===== config.mk =====
export PLATFORM = sky130hd
export DESIGN_NAME = player_move_ctl
export DESIGN_NICKNAME = d
export VERILOG_FILES = /design/src/rtl/vga_pkg.sv /design/src/rtl/obst_overlap.sv /design/src/rtl/player_move_ctl.sv
export SDC_FILE = /design/constraint.sdc
export NUM_CORES = 1
export LEC_CHECK = 0
export CAP_MARGIN = 20
export CORE_AREA = 2 2 129 93
export DETAILED_ROUTE_END_ITERATION = 6
export DIE_AREA = 0 0 131 95
export PLACE_DENSITY_LB_ADDON = 0.3
export SLEW_MARGIN = 25
export SYNTH_ARGS = -nofsm -noshare
export SYNTH_HDL_FRONTEND = slang
export SYNTH_SLANG_ARGS = --single-unit

===== constraint.sdc =====
create_clock -name clk -period 4.4 [get_ports clk]
set_clock_uncertainty 0.2 [all_clocks]
set_input_delay 0.88 -clock clk [delete_from_list [all_inputs] [get_ports clk]]
set_output_delay 0.88 -clock clk [all_outputs]
set_load 0.1 [all_outputs]

===== src/rtl/vga_pkg.sv =====
// ------------------------------------------------------------------
// vga_pkg : display geometry and shared terrain obstacle table. Rev 1.0
// ------------------------------------------------------------------
`default_nettype none

package vga_pkg;

   localparam int HOR_PIXELS = 800;
   localparam int VER_PIXELS = 600;
   localparam int BORDER     = 6;

   typedef struct packed {
      logic [11:0] x1;
      logic [11:0] y1;
      logic [11:0] x2;
      logic [11:0] y2;
   } obst_t;

   localparam int N_OBST = 4;

   localparam logic [11:0] TERRAIN_0_X1 = 12'd62;
   localparam logic [11:0] TERRAIN_0_Y1 = 12'd10;
   localparam logic [11:0] TERRAIN_0_X2 = 12'd110;
   localparam logic [11:0] TERRAIN_0_Y2 = 12'd90;

   localparam logic [11:0] TERRAIN_1_X1 = 12'd300;
   localparam logic [11:0] TERRAIN_1_Y1 = 12'd200;
   localparam logic [11:0] TERRAIN_1_X2 = 12'd400;
   localparam logic [11:0] TERRAIN_1_Y2 = 12'd260;

   localparam logic [11:0] TERRAIN_2_X1 = 12'd500;
   localparam logic [11:0] TERRAIN_2_Y1 = 12'd50;
   localparam logic [11:0] TERRAIN_2_X2 = 12'd560;
   localparam logic [11:0] TERRAIN_2_Y2 = 12'd400;

   localparam logic [11:0] TERRAIN_3_X1 = 12'd100;
   localparam logic [11:0] TERRAIN_3_Y1 = 12'd450;
   localparam logic [11:0] TERRAIN_3_X2 = 12'd700;
   localparam logic [11:0] TERRAIN_3_Y2 = 12'd480;

   // Corners are [x1,x2) x [y1,y2); the background drawer renders the same table.
   localparam obst_t OBST_TABLE [N_OBST] = '{
      '{x1: TERRAIN_0_X1, y1: TERRAIN_0_Y1, x2: TERRAIN_0_X2, y2: TERRAIN_0_Y2},
      '{x1: TERRAIN_1_X1, y1: TERRAIN_1_Y1, x2: TERRAIN_1_X2, y2: TERRAIN_1_Y2},
      '{x1: TERRAIN_2_X1, y1: TERRAIN_2_Y1, x2: TERRAIN_2_X2, y2: TERRAIN_2_Y2},
      '{x1: TERRAIN_3_X1, y1: TERRAIN_3_Y1, x2: TERRAIN_3_X2, y2: TERRAIN_3_Y2}
   };

endpackage

`default_nettype wire


===== src/rtl/obst_overlap.sv =====
// ------------------------------------------------------------------
// obst_overlap : combinational AABB test of a WxH rectangle vs one obstacle. Rev 1.0
// ------------------------------------------------------------------
`default_nettype none

module obst_overlap
   import vga_pkg::*;
#(
   parameter int W = 32,
   parameter int H = 32
) (
   input  logic signed [13:0] cx_i,
   input  logic signed [13:0] cy_i,
   input  obst_t              obst_i,
   output logic               hit_o
);

   localparam logic signed [13:0] C_W = 14'(W);
   localparam logic signed [13:0] C_H = 14'(H);

   logic signed [13:0] w_x1;
   logic signed [13:0] w_y1;
   logic signed [13:0] w_x2;
   logic signed [13:0] w_y2;

   assign w_x1 = $signed({2'b00, obst_i.x1});
   assign w_y1 = $signed({2'b00, obst_i.y1});
   assign w_x2 = $signed({2'b00, obst_i.x2});
   assign w_y2 = $signed({2'b00, obst_i.y2});

   assign hit_o = (cx_i < w_x2) && ((cx_i + C_W) > w_x1) &&
                  (cy_i < w_y2) && ((cy_i + C_H) > w_y1);

endmodule

`default_nettype wire


===== src/rtl/player_move_ctl.sv =====
// ------------------------------------------------------------------
// player_move_ctl : once-per-frame player move with border/obstacle rejection. Rev 1.0
// ------------------------------------------------------------------
`default_nettype none

module player_move_ctl
   import vga_pkg::*;
#(
   parameter int STEP    = 4,
   parameter int RECT_W  = 32,
   parameter int RECT_H  = 32,
   parameter int START_X = 20,
   parameter int START_Y = 20
) (
   input  logic        clk,
   input  logic        rst,
   input  logic        vblnk,
   input  logic        move_up,
   input  logic        move_down,
   input  logic        move_left,
   input  logic        move_right,
   output logic [11:0] xpos,
   output logic [11:0] ypos,
   output logic        blocked,
   output logic        busy
);

   typedef enum logic [2:0] {
      S_IDLE   = 3'd0,
      S_LATCH  = 3'd1,
      S_BOUND  = 3'd2,
      S_CHECK  = 3'd3,
      S_COMMIT = 3'd4,
      S_REJECT = 3'd5
   } state_t;

   localparam int IDX_W = (N_OBST > 1) ? $clog2(N_OBST) : 1;
   localparam logic [IDX_W-1:0] LAST_IDX = IDX_W'(N_OBST - 1);

   localparam logic signed [13:0] C_STEP   = 14'(STEP);
   localparam logic signed [13:0] C_RW     = 14'(RECT_W);
   localparam logic signed [13:0] C_RH     = 14'(RECT_H);
   localparam logic signed [13:0] C_BORDER = 14'(BORDER);
   localparam logic signed [13:0] C_XLIM   = 14'(HOR_PIXELS - BORDER);
   localparam logic signed [13:0] C_YLIM   = 14'(VER_PIXELS - BORDER);

   state_t             state_q, state_d;
   logic               vblnk_q, vblnk_prev_q;
   logic [3:0]         btn_q, btn_d;
   logic signed [13:0] dx_q, dx_d, dy_q, dy_d;
   logic signed [13:0] cx_q, cx_d, cy_q, cy_d;
   logic [IDX_W-1:0]   idx_q, idx_d;
   logic [11:0]        xpos_q, xpos_d, ypos_q, ypos_d;
   logic               blocked_q, blocked_d;

   logic               w_tick;
   logic signed [13:0] w_dx, w_dy, w_cx, w_cy;
   logic               w_oob;
   logic               w_hit;
   obst_t              w_obst;

   // Both edge-detector stages reset high so reset itself can never look like a rising edge.
   assign w_tick = vblnk_q & ~vblnk_prev_q;

   // btn_q = {up, down, left, right}; opposite buttons cancel.
   assign w_dx = (btn_q[0] ? C_STEP : 14'sd0) - (btn_q[1] ? C_STEP : 14'sd0);
   assign w_dy = (btn_q[2] ? C_STEP : 14'sd0) - (btn_q[3] ? C_STEP : 14'sd0);

   assign w_cx = $signed({2'b00, xpos_q}) + dx_q;
   assign w_cy = $signed({2'b00, ypos_q}) + dy_q;

   assign w_oob = (w_cx < C_BORDER) || (w_cy < C_BORDER) ||
                  ((w_cx + C_RW) > C_XLIM) || ((w_cy + C_RH) > C_YLIM);

   assign w_obst = OBST_TABLE[idx_q];

   obst_overlap #(
      .W (RECT_W),
      .H (RECT_H)
   ) u_overlap (
      .cx_i   (cx_q),
      .cy_i   (cy_q),
      .obst_i (w_obst),
      .hit_o  (w_hit)
   );

   always_comb begin
      state_d   = state_q;
      btn_d     = btn_q;
      dx_d      = dx_q;
      dy_d      = dy_q;
      cx_d      = cx_q;
      cy_d      = cy_q;
      idx_d     = idx_q;
      xpos_d    = xpos_q;
      ypos_d    = ypos_q;
      blocked_d = blocked_q;

      case (state_q)
         S_IDLE: begin
            if (w_tick) begin
               btn_d   = {move_up, move_down, move_left, move_right};
               state_d = S_LATCH;
            end
         end
         S_LATCH: begin
            dx_d = w_dx;
            dy_d = w_dy;
            if ((w_dx == 14'sd0) && (w_dy == 14'sd0)) begin
               blocked_d = 1'b0;
               state_d   = S_IDLE;
            end else begin
               state_d = S_BOUND;
            end
         end
         S_BOUND: begin
            cx_d  = w_cx;
            cy_d  = w_cy;
            idx_d = '0;
            state_d = w_oob ? S_REJECT : S_CHECK;
         end
         S_CHECK: begin
            if (w_hit) begin
               state_d = S_REJECT;
            end else if (idx_q == LAST_IDX) begin
               state_d = S_COMMIT;
            end else begin
               idx_d = idx_q + 1'b1;
            end
         end
         S_COMMIT: begin
            xpos_d    = cx_q[11:0];
            ypos_d    = cy_q[11:0];
            blocked_d = 1'b0;
            state_d   = S_IDLE;
         end
         S_REJECT: begin
            blocked_d = 1'b1;
            state_d   = S_IDLE;
         end
         default: state_d = S_IDLE;
      endcase
   end

   always_ff @(posedge clk) begin
      if (rst) begin
         state_q      <= S_IDLE;
         vblnk_q      <= 1'b1;
         vblnk_prev_q <= 1'b1;
         btn_q        <= '0;
         dx_q         <= '0;
         dy_q         <= '0;
         cx_q         <= '0;
         cy_q         <= '0;
         idx_q        <= '0;
         xpos_q       <= 12'(START_X);
         ypos_q       <= 12'(START_Y);
         blocked_q    <= 1'b0;
      end else begin
         state_q      <= state_d;
         vblnk_q      <= vblnk;
         vblnk_prev_q <= vblnk_q;
         btn_q        <= btn_d;
         dx_q         <= dx_d;
         dy_q         <= dy_d;
         cx_q         <= cx_d;
         cy_q         <= cy_d;
         idx_q        <= idx_d;
         xpos_q       <= xpos_d;
         ypos_q       <= ypos_d;
         blocked_q    <= blocked_d;
      end
   end

   assign xpos    = xpos_q;
   assign ypos    = ypos_q;
   assign blocked = blocked_q;
   assign busy    = (state_q != S_IDLE);

endmodule

`default_nettype wire


==> metrics.md, run 1 <==
| Metric | Value |
|---|---|
| Status | `finished, final reports clean` |
| Count leader, synth | `nand2_1` |
| DR pass1 iterations | `5` |
| Main flop type after synthesis | `dfxtp_1` |
| TritonCTS buffer count | `9` |
| YS warnings | `0` |
| Compound-Gate Fraction of Synth Area | `approximately 23%` |
| Area share of xor/xnor cells in the synthesized design | `under 10%` |
| Max Transition Viols Final | `0` |
| Final setup fails | `0` |
| First-pass GRT wire length | `about 21 mm` |
| Hold Worst Slack | `about 0.26 ns` |
| Clock tree root driver cell | `clkbuf_16` |
| Final Hold Fails | `0` |
| Sequential-to-total area share from yosys stat | `27.6%` |
| Clock sinks | `68` |
| Top-area cell type share of the netlist area | `27.6%` |
| Hold Crit Class | `reg2reg` |
| Die area | `roughly 0.012 sq mm` |
| Layout Cells excl Fill | `approximately 810` |
| CORE AREA | `between 0.01 and 0.015 sq mm` |
| Detailed-route via count | `between 4,000 and 5,000` |
| Period utilization | `between 90% and 100%` |
| Area delta synth->final | `15.1%` |
| Post-synthesis register bit count | `68` |
| Data required, critical path | `around 4.4 ns` |
| Total GRT Usage | `22.0%` |
| Vias in the first global route | `between 4,000 and 5,000` |
| Slew @ Worst Pin | `about 0.99 ns` |
| Fin Setup TNS | `0 ns` |
| Post-synthesis mux area share | `around 1.9%` |
| Unrepaired setup endpoints after global routing | `false` |
| Number of synthesized flops with an enable pin | `0` |
| Mapped Nets | `between 600 and 700` |
| Leakage | `2.30 nW` |
| Max-Cap Viols | `0` |
| CP Capture Type | `flip-flop` |
| # nets final | `715` |
| Tmin final | `between 4 and 5 ns` |
| Via-to-Cell Ratio | `between 5 and 6` |
| Starting density of the core | `around 43%` |
| Startpoint types | `flip-flop` |
| Max-slew headroom | `roughly 33%` |
| Worst skew pair latency | `0.34 ns` |
| Adder-Cell Fraction of Synth Area | `between 10% and 20%` |
| CTS Buffer Depth | `2` |
| Peak fanout along the critical path | `4` |
| Worst Path Arrival | `4.04 ns` |
| Post-CTS setup buffers | `0` |
| Synth area leader | `dfxtp_1` |
| Antenna fix cells | `0` |
| Final Instance Area | `roughly 0.0057 sq mm` |
| Largest net degree at the start of global routing | `45` |
| Placed Cells | `789` |
| Gate Count Post-Synth | `620` |
| # DRC | `0` |
| Total global routing overflow | `0` |
| Height of the die | `95 um` |
| H-tree Lvls | `3` |
| Row cnt | `33` |
| Layout cells sized above 1 | `approximately 6.8%` |
| Routed len/inst | `16.0 um` |
| Pwr Density | `around 240 mW/mm^2` |
| Critical path class | `reg2reg` |
| I/O Buffers | `32` |
| Antenna Nets Post-Route | `0` |
| Main combinational cell family by area after synthesis | `compound AO/OA/AOI/OAI gates` |
| FFs w/ async S/R, synth | `0%` |
| Syn Area/Cell | `roughly 8 sq um` |
| Maximum vdd drop | `0.152 mV` |
| Ranking of synthesized cells by area | `dfxtp_1, ha_1, nand2_1, a21oi_1, nor2_1` |
| Initial antenna violation count | `0` |
| Post-Route WL | `12.9 mm` |
| Clock Pin Slew Worst Setup and Hold Paths | `0.05 ns` |
| Hold buffer count at cts | `0` |
| Synth Area in Simple Gates | `22.7%` |
| Routability Congestion | `around 0.9` |
| Fmax | `between 200 and 250 MHz` |
| DRT iter0 DRCs | `between 200 and 300` |
| I/O pin cnt | `33` |
| Synthesized area | `~0.0049 sq mm` |
| Post-DP Area | `~0.0054 sq mm` |
| CTS tree | `done` |
| Die Wd | `131 um` |
| Post-cts sizing count | `0` |
| Post-synth cell types | `73` |
| DP HPWL | `between 9 and 10 mm` |
| Synth top cells by count | `nand2_1, a21oi_1, dfxtp_1, ha_1, nor2_1` |
## layout make-up
class                           count  area, sq um
Timing Repair Buffer               40          379
Tap cell                          157          196
Clock buffer                       11          253
Clock inverter                      4         25.0
Multi-Input combinational cell    495         3350
Fill cell                        1085         5680
Inverter                           30          113
Sequential cell                    68         1360
## through the flow
stage / total power, mW / util (%) / worst slack [ns]
finish: 1.35 / 50.0 / 0.391
global route: 1.39 / 50.0 / 0.189
CTS: 1.36 / 49.9 / 0.390
detailed placement: 0.689 / 47.5 / 0.411
global placement: 0.688 / 47.5 / 0.546
floorplan: 0.672 / - / 0.182
## path summary, 6_finish.rpt
| check | startpoint | endpoint | slack [ns] | cells past startpoint |
|---|---|---|---|---|
| min reg2reg | vblnk_q | vblnk_prev_q | 0.26 | 1 |
| max reg2reg | xpos[2] | state_q[2] | 0.39 | 14 |
| max | xpos[2] | state_q[2] | 0.39 | 14 |
| min | vblnk_q | vblnk_prev_q | 0.26 | 1 |
## cell families after synthesis
logic type / after synthesis
adders and majority gates: 64
and+or+nand+nor: 233
AOI/OAI and AO/OA: 170
DFF: 68
muxes: 9
buffers and inverters: 57
xor gates and xnor gates: 19
## cells in the final DEF (no fill, tap or decap), types with 6 or more instances in the layout
cell type	instances
a21o_1	10
nor2_1	41
a21oi_1	71
dfxtp_1	68
a211oi_1	13
clkdlybuf4s50_1	31
or2_2	6
buf_4	7
o21ai_0	14
xnor2_1	10
ha_1	62
xor2_1	8
mux2i_1	8
clkbuf_16	9
inv_1	30
nor3_1	14
nand4_1	8
nand3_1	10
nand2_1	101
nand2b_1	7
a31oi_1	8
nor2b_1	6
## power breakdown
part	leakage [nW]	switching [mW]	internal, mW	total [mW]
clock	0.133	0.264	0.406	0.671
sequential	0.549	0.00421	0.620	0.624
combinational	1.61	0.0318	0.0197	0.0515
total	2.30	0.300	1.05	1.35
## worst max-delay path, stage by stage, from the launching register on
cell,delay (ns)
dfxtp_1,0.33
ha_1,0.24
fa_1,0.46
a21o_1,0.23
a211o_1,0.31
o21a_1,0.15
ha_1,0.32
a21oi_1,0.19
nand3_1,0.12
nand4_1,0.11
nor3_1,0.05
o32a_1,0.37
nor4b_2,0.29
o2111ai_2,0.21
o31a_1,0.33
## metal layers
metal / vias up / global-route usage, % / part of all wire (%)
met5: - / 0 / 0
met4: 0 / 6.83 / 1.9
met3: 24 / 4.87 / 4.6
met2: 113 / 33.3 / 43
met1: 2179 / 31.0 / 50
li1: 2281 / - / -
## sequential cells by signal (all words and copies together), names as in the netlist
signal	flops
idx_q	2
cx_q	14
dy_q	2
state_q	3
cy_q	14
xpos	12
btn_q	4
blocked	1
vblnk_prev_q	1
ypos	12
dx_q	2
vblnk_q	1
(Power assumes the default switching activity.)
==> run 2, diff against run 1 <==
--- a/config.mk
+++ b/config.mk
@@ -7,10 +7,10 @@
 export LEC_CHECK = 0
 export CAP_MARGIN = 20
 export CORE_AREA = 2 2 129 93
+export CTS_BUF_LIST = sky130_fd_sc_hd__clkbuf_16
 export DETAILED_ROUTE_END_ITERATION = 6
 export DIE_AREA = 0 0 131 95
 export PLACE_DENSITY_LB_ADDON = 0.3
-export SLEW_MARGIN = 25
 export SYNTH_ARGS = -nofsm -noshare
 export SYNTH_HDL_FRONTEND = slang
 export SYNTH_SLANG_ARGS = --single-unit
==> run 2 against run 1 <==
  * Clock-buffer cell count is 2 lower
  * Combinational power about the same
  * Clock power down 5.2%
  * Fmax down 0.12%
  * Core utilization down 0.18 points
  * Design area is 0.35% lower
  * Largest cell class unchanged
  * Critical path depth did not move
  * Register-to-register slack hardly changed
  * Die area is the same
  * Sequential cell count did not move
==> metrics.md, run 2 (synthesized netlist as in run 1, its figures left out) <==
| Metric | Value |
|---|---|
| Detailed-route via count | `4,629 (+0.70%)` |
| Fmax | `249 MHz (-0.12%)` |
| Post-cts sizing count | `0 (unchanged)` |
| Clock Pin Slew Worst Setup and Hold Paths | `0.05 ns (about the same)` |
| Row cnt | `33 (unchanged)` |
| DRT iter0 DRCs | `307 (+12%)` |
| Total GRT Usage | `22.0% (+0.027 points)` |
| Top flop regs | `cx_q x14, cy_q x14` |
| Final Hold Fails | `0 (unchanged)` |
| Total global routing overflow | `0 (unchanged)` |
| Height of the die | `95 um (unchanged)` |
| Slew @ Worst Pin | `0.995 ns (-0.00000566 ns)` |
| Critical path class | `reg2reg` |
| Post-CTS setup buffers | `0 (unchanged)` |
| FILL cells | `1,089 (+0.37%)` |
| Maximum vdd drop | `0.152 mV (about the same)` |
| Routed len/inst | `16.0 um (+0.35%)` |
| Via-to-Cell Ratio | `5.75 (+0.70%)` |
| FF+latch area | `0.00136 sq mm (unchanged)` |
| Vias in the first global route | `4,290 (+0.023%)` |
| CP Capture Type | `flip-flop` |
| Area of the multi-input gates | `0.00335 sq mm (unchanged)` |
| Status | `finished, final reports clean` |
| Total power | `1.31 mW (-2.6%)` |
| Antenna fix cells | `0 (unchanged)` |
| Commonest non-fill, non-tap cell in the layout | `nand2_1` |
| CTS Buffer Depth | `2 (unchanged)` |
| Most frequent cells in the layout | `nand2_1, a21oi_1, dfxtp_1` |
| Starting density of the core | `43.4% (unchanged)` |
| H-tree Lvls | `3 (unchanged)` |
| Final setup fails | `0 (unchanged)` |
| Unrepaired setup endpoints after global routing | `false` |
| I/O pin cnt | `33 (unchanged)` |
| Initial antenna violation count | `0 (unchanged)` |
| Leakage | `2.29 nW (-0.49%)` |
| Worst skew pair latency | `0.34 ns (about the same)` |
| # DRC | `0 (unchanged)` |
| Worst Path Arrival | `4.04 ns (about the same)` |
| R2R Setup Slk | `0.39 ns (about the same)` |
| Fin Setup TNS | `0 ns (unchanged)` |
| Largest net degree at the start of global routing | `45 (unchanged)` |
| Antenna Nets Post-Route | `0 (unchanged)` |
| Die Wd | `131 um (unchanged)` |
| Data required, critical path | `4.43 ns (about the same)` |
| Peak fanout along the critical path | `4 (unchanged)` |
| Clock sinks | `68 (unchanged)` |
| Routability Congestion | `0.879 (unchanged)` |
| Layout cells sized above 1 | `6.48% (-0.31 points)` |
| Period utilization | `91.2% (+0.11 points)` |
| DR pass1 iterations | `5 (unchanged)` |
| Post-Route WL | `12.9 mm (+0.35%)` |
| Pwr Density | `232 mW/mm^2 (-2.3%)` |
| Max-Cap Viols | `0 (unchanged)` |
| I/O Buffers | `32 (unchanged)` |
| # nets final | `715 (unchanged)` |
| Hold Crit Class | `reg2reg` |
| Clock tree root driver cell | `clkbuf_16` |
| Area delta synth->final | `14.7%` |
| Max Transition Viols Final | `0 (unchanged)` |
| TritonCTS buffer count | `9 (unchanged)` |
| Tmin final | `4.01 ns (+0.00501 ns)` |
| CORE AREA | `0.0114 sq mm (unchanged)` |
| Hold buffer count at cts | `0 (unchanged)` |
| DP HPWL | `9.70 mm (unchanged)` |
| Max-slew headroom | `33.5% (about the same)` |
| Startpoint types | `flip-flop` |
| Die area | `0.0124 sq mm (unchanged)` |
| CTS tree | `done` |
| First-pass GRT wire length | `21.4 mm (+0.19%)` |
| Post-Route Utilization | `49.8% (-0.18 points)` |
==> run 2: changes by cell type in the layout (fill, tap and decap cells not counted), sizes merged <==
cell,change
clkbuf,-2
clkinv,+2
==> run 2: cell type report <==
class / instances / share of cell area (%)
tap: 157 / 3.47
multi-input combinational: 495 / 59.2
inverter: 30 / 1.99
timing repair buffer: 40 / 6.70
clock buffer: 9 / 3.98
clock inverter: 6 / 0.575
sequential: 68 / 24.1
==> run 2: per-layer routing <==
metal | routed length (um) | vias to the layer above | global-route usage, %
li1 | - | 2280 | -
met1 | 6420 | 2204 | 31.1
met2 | 5570 | 119 | 33.3
met3 | 651 | 26 | 4.87
met4 | 253 | 0 | 6.83
met5 | 0 | - | 0
==> run 2: stage by stage <==
stage,instances,setup slack [ns],area [sq um],hold WS [ns]
after floorplan,620,0.182,4930,0.224
final,805,0.386,5660,0.265
after detailed placement,789,0.411,5390,0.251
after global routing,805,0.186,5660,0.281
after CTS,804,0.391,5650,0.265
after global placement,789,0.546,5390,0.242
==> run 2: report_power, final <==
| group | internal, mW | leakage [nW] | total (mW) | switching, mW |
|---|---|---|---|---|
| registers | 0.620 | 0.549 | 0.624 | 0.00420 |
| logic | 0.0197 | 1.61 | 0.0513 | 0.0316 |
| clock network | 0.371 | 0.122 | 0.636 | 0.264 |
| total | 1.01 | 2.29 | 1.31 | 0.300 |
==> run 2: path summary, 6_finish.rpt <==
check        startpoint      endpoint  cells after the start
max             xpos[2]    state_q[2]                     14
min             vblnk_q  vblnk_prev_q                      1
max reg2reg     xpos[2]    state_q[2]                     14
min reg2reg     vblnk_q  vblnk_prev_q                      1
==> run 2: critical path: stages (launching register included) <==
cell       delay, ns
dfxtp_1         0.33
ha_1            0.24
fa_1            0.46
a21o_1          0.23
a211o_1         0.31
o21a_1          0.15
ha_1            0.32
a21oi_1         0.19
nand3_1         0.12
nand4_1         0.11
nor3_1          0.05
o32a_1          0.37
nor4b_2         0.29
o2111ai_2       0.21
o31a_1          0.33
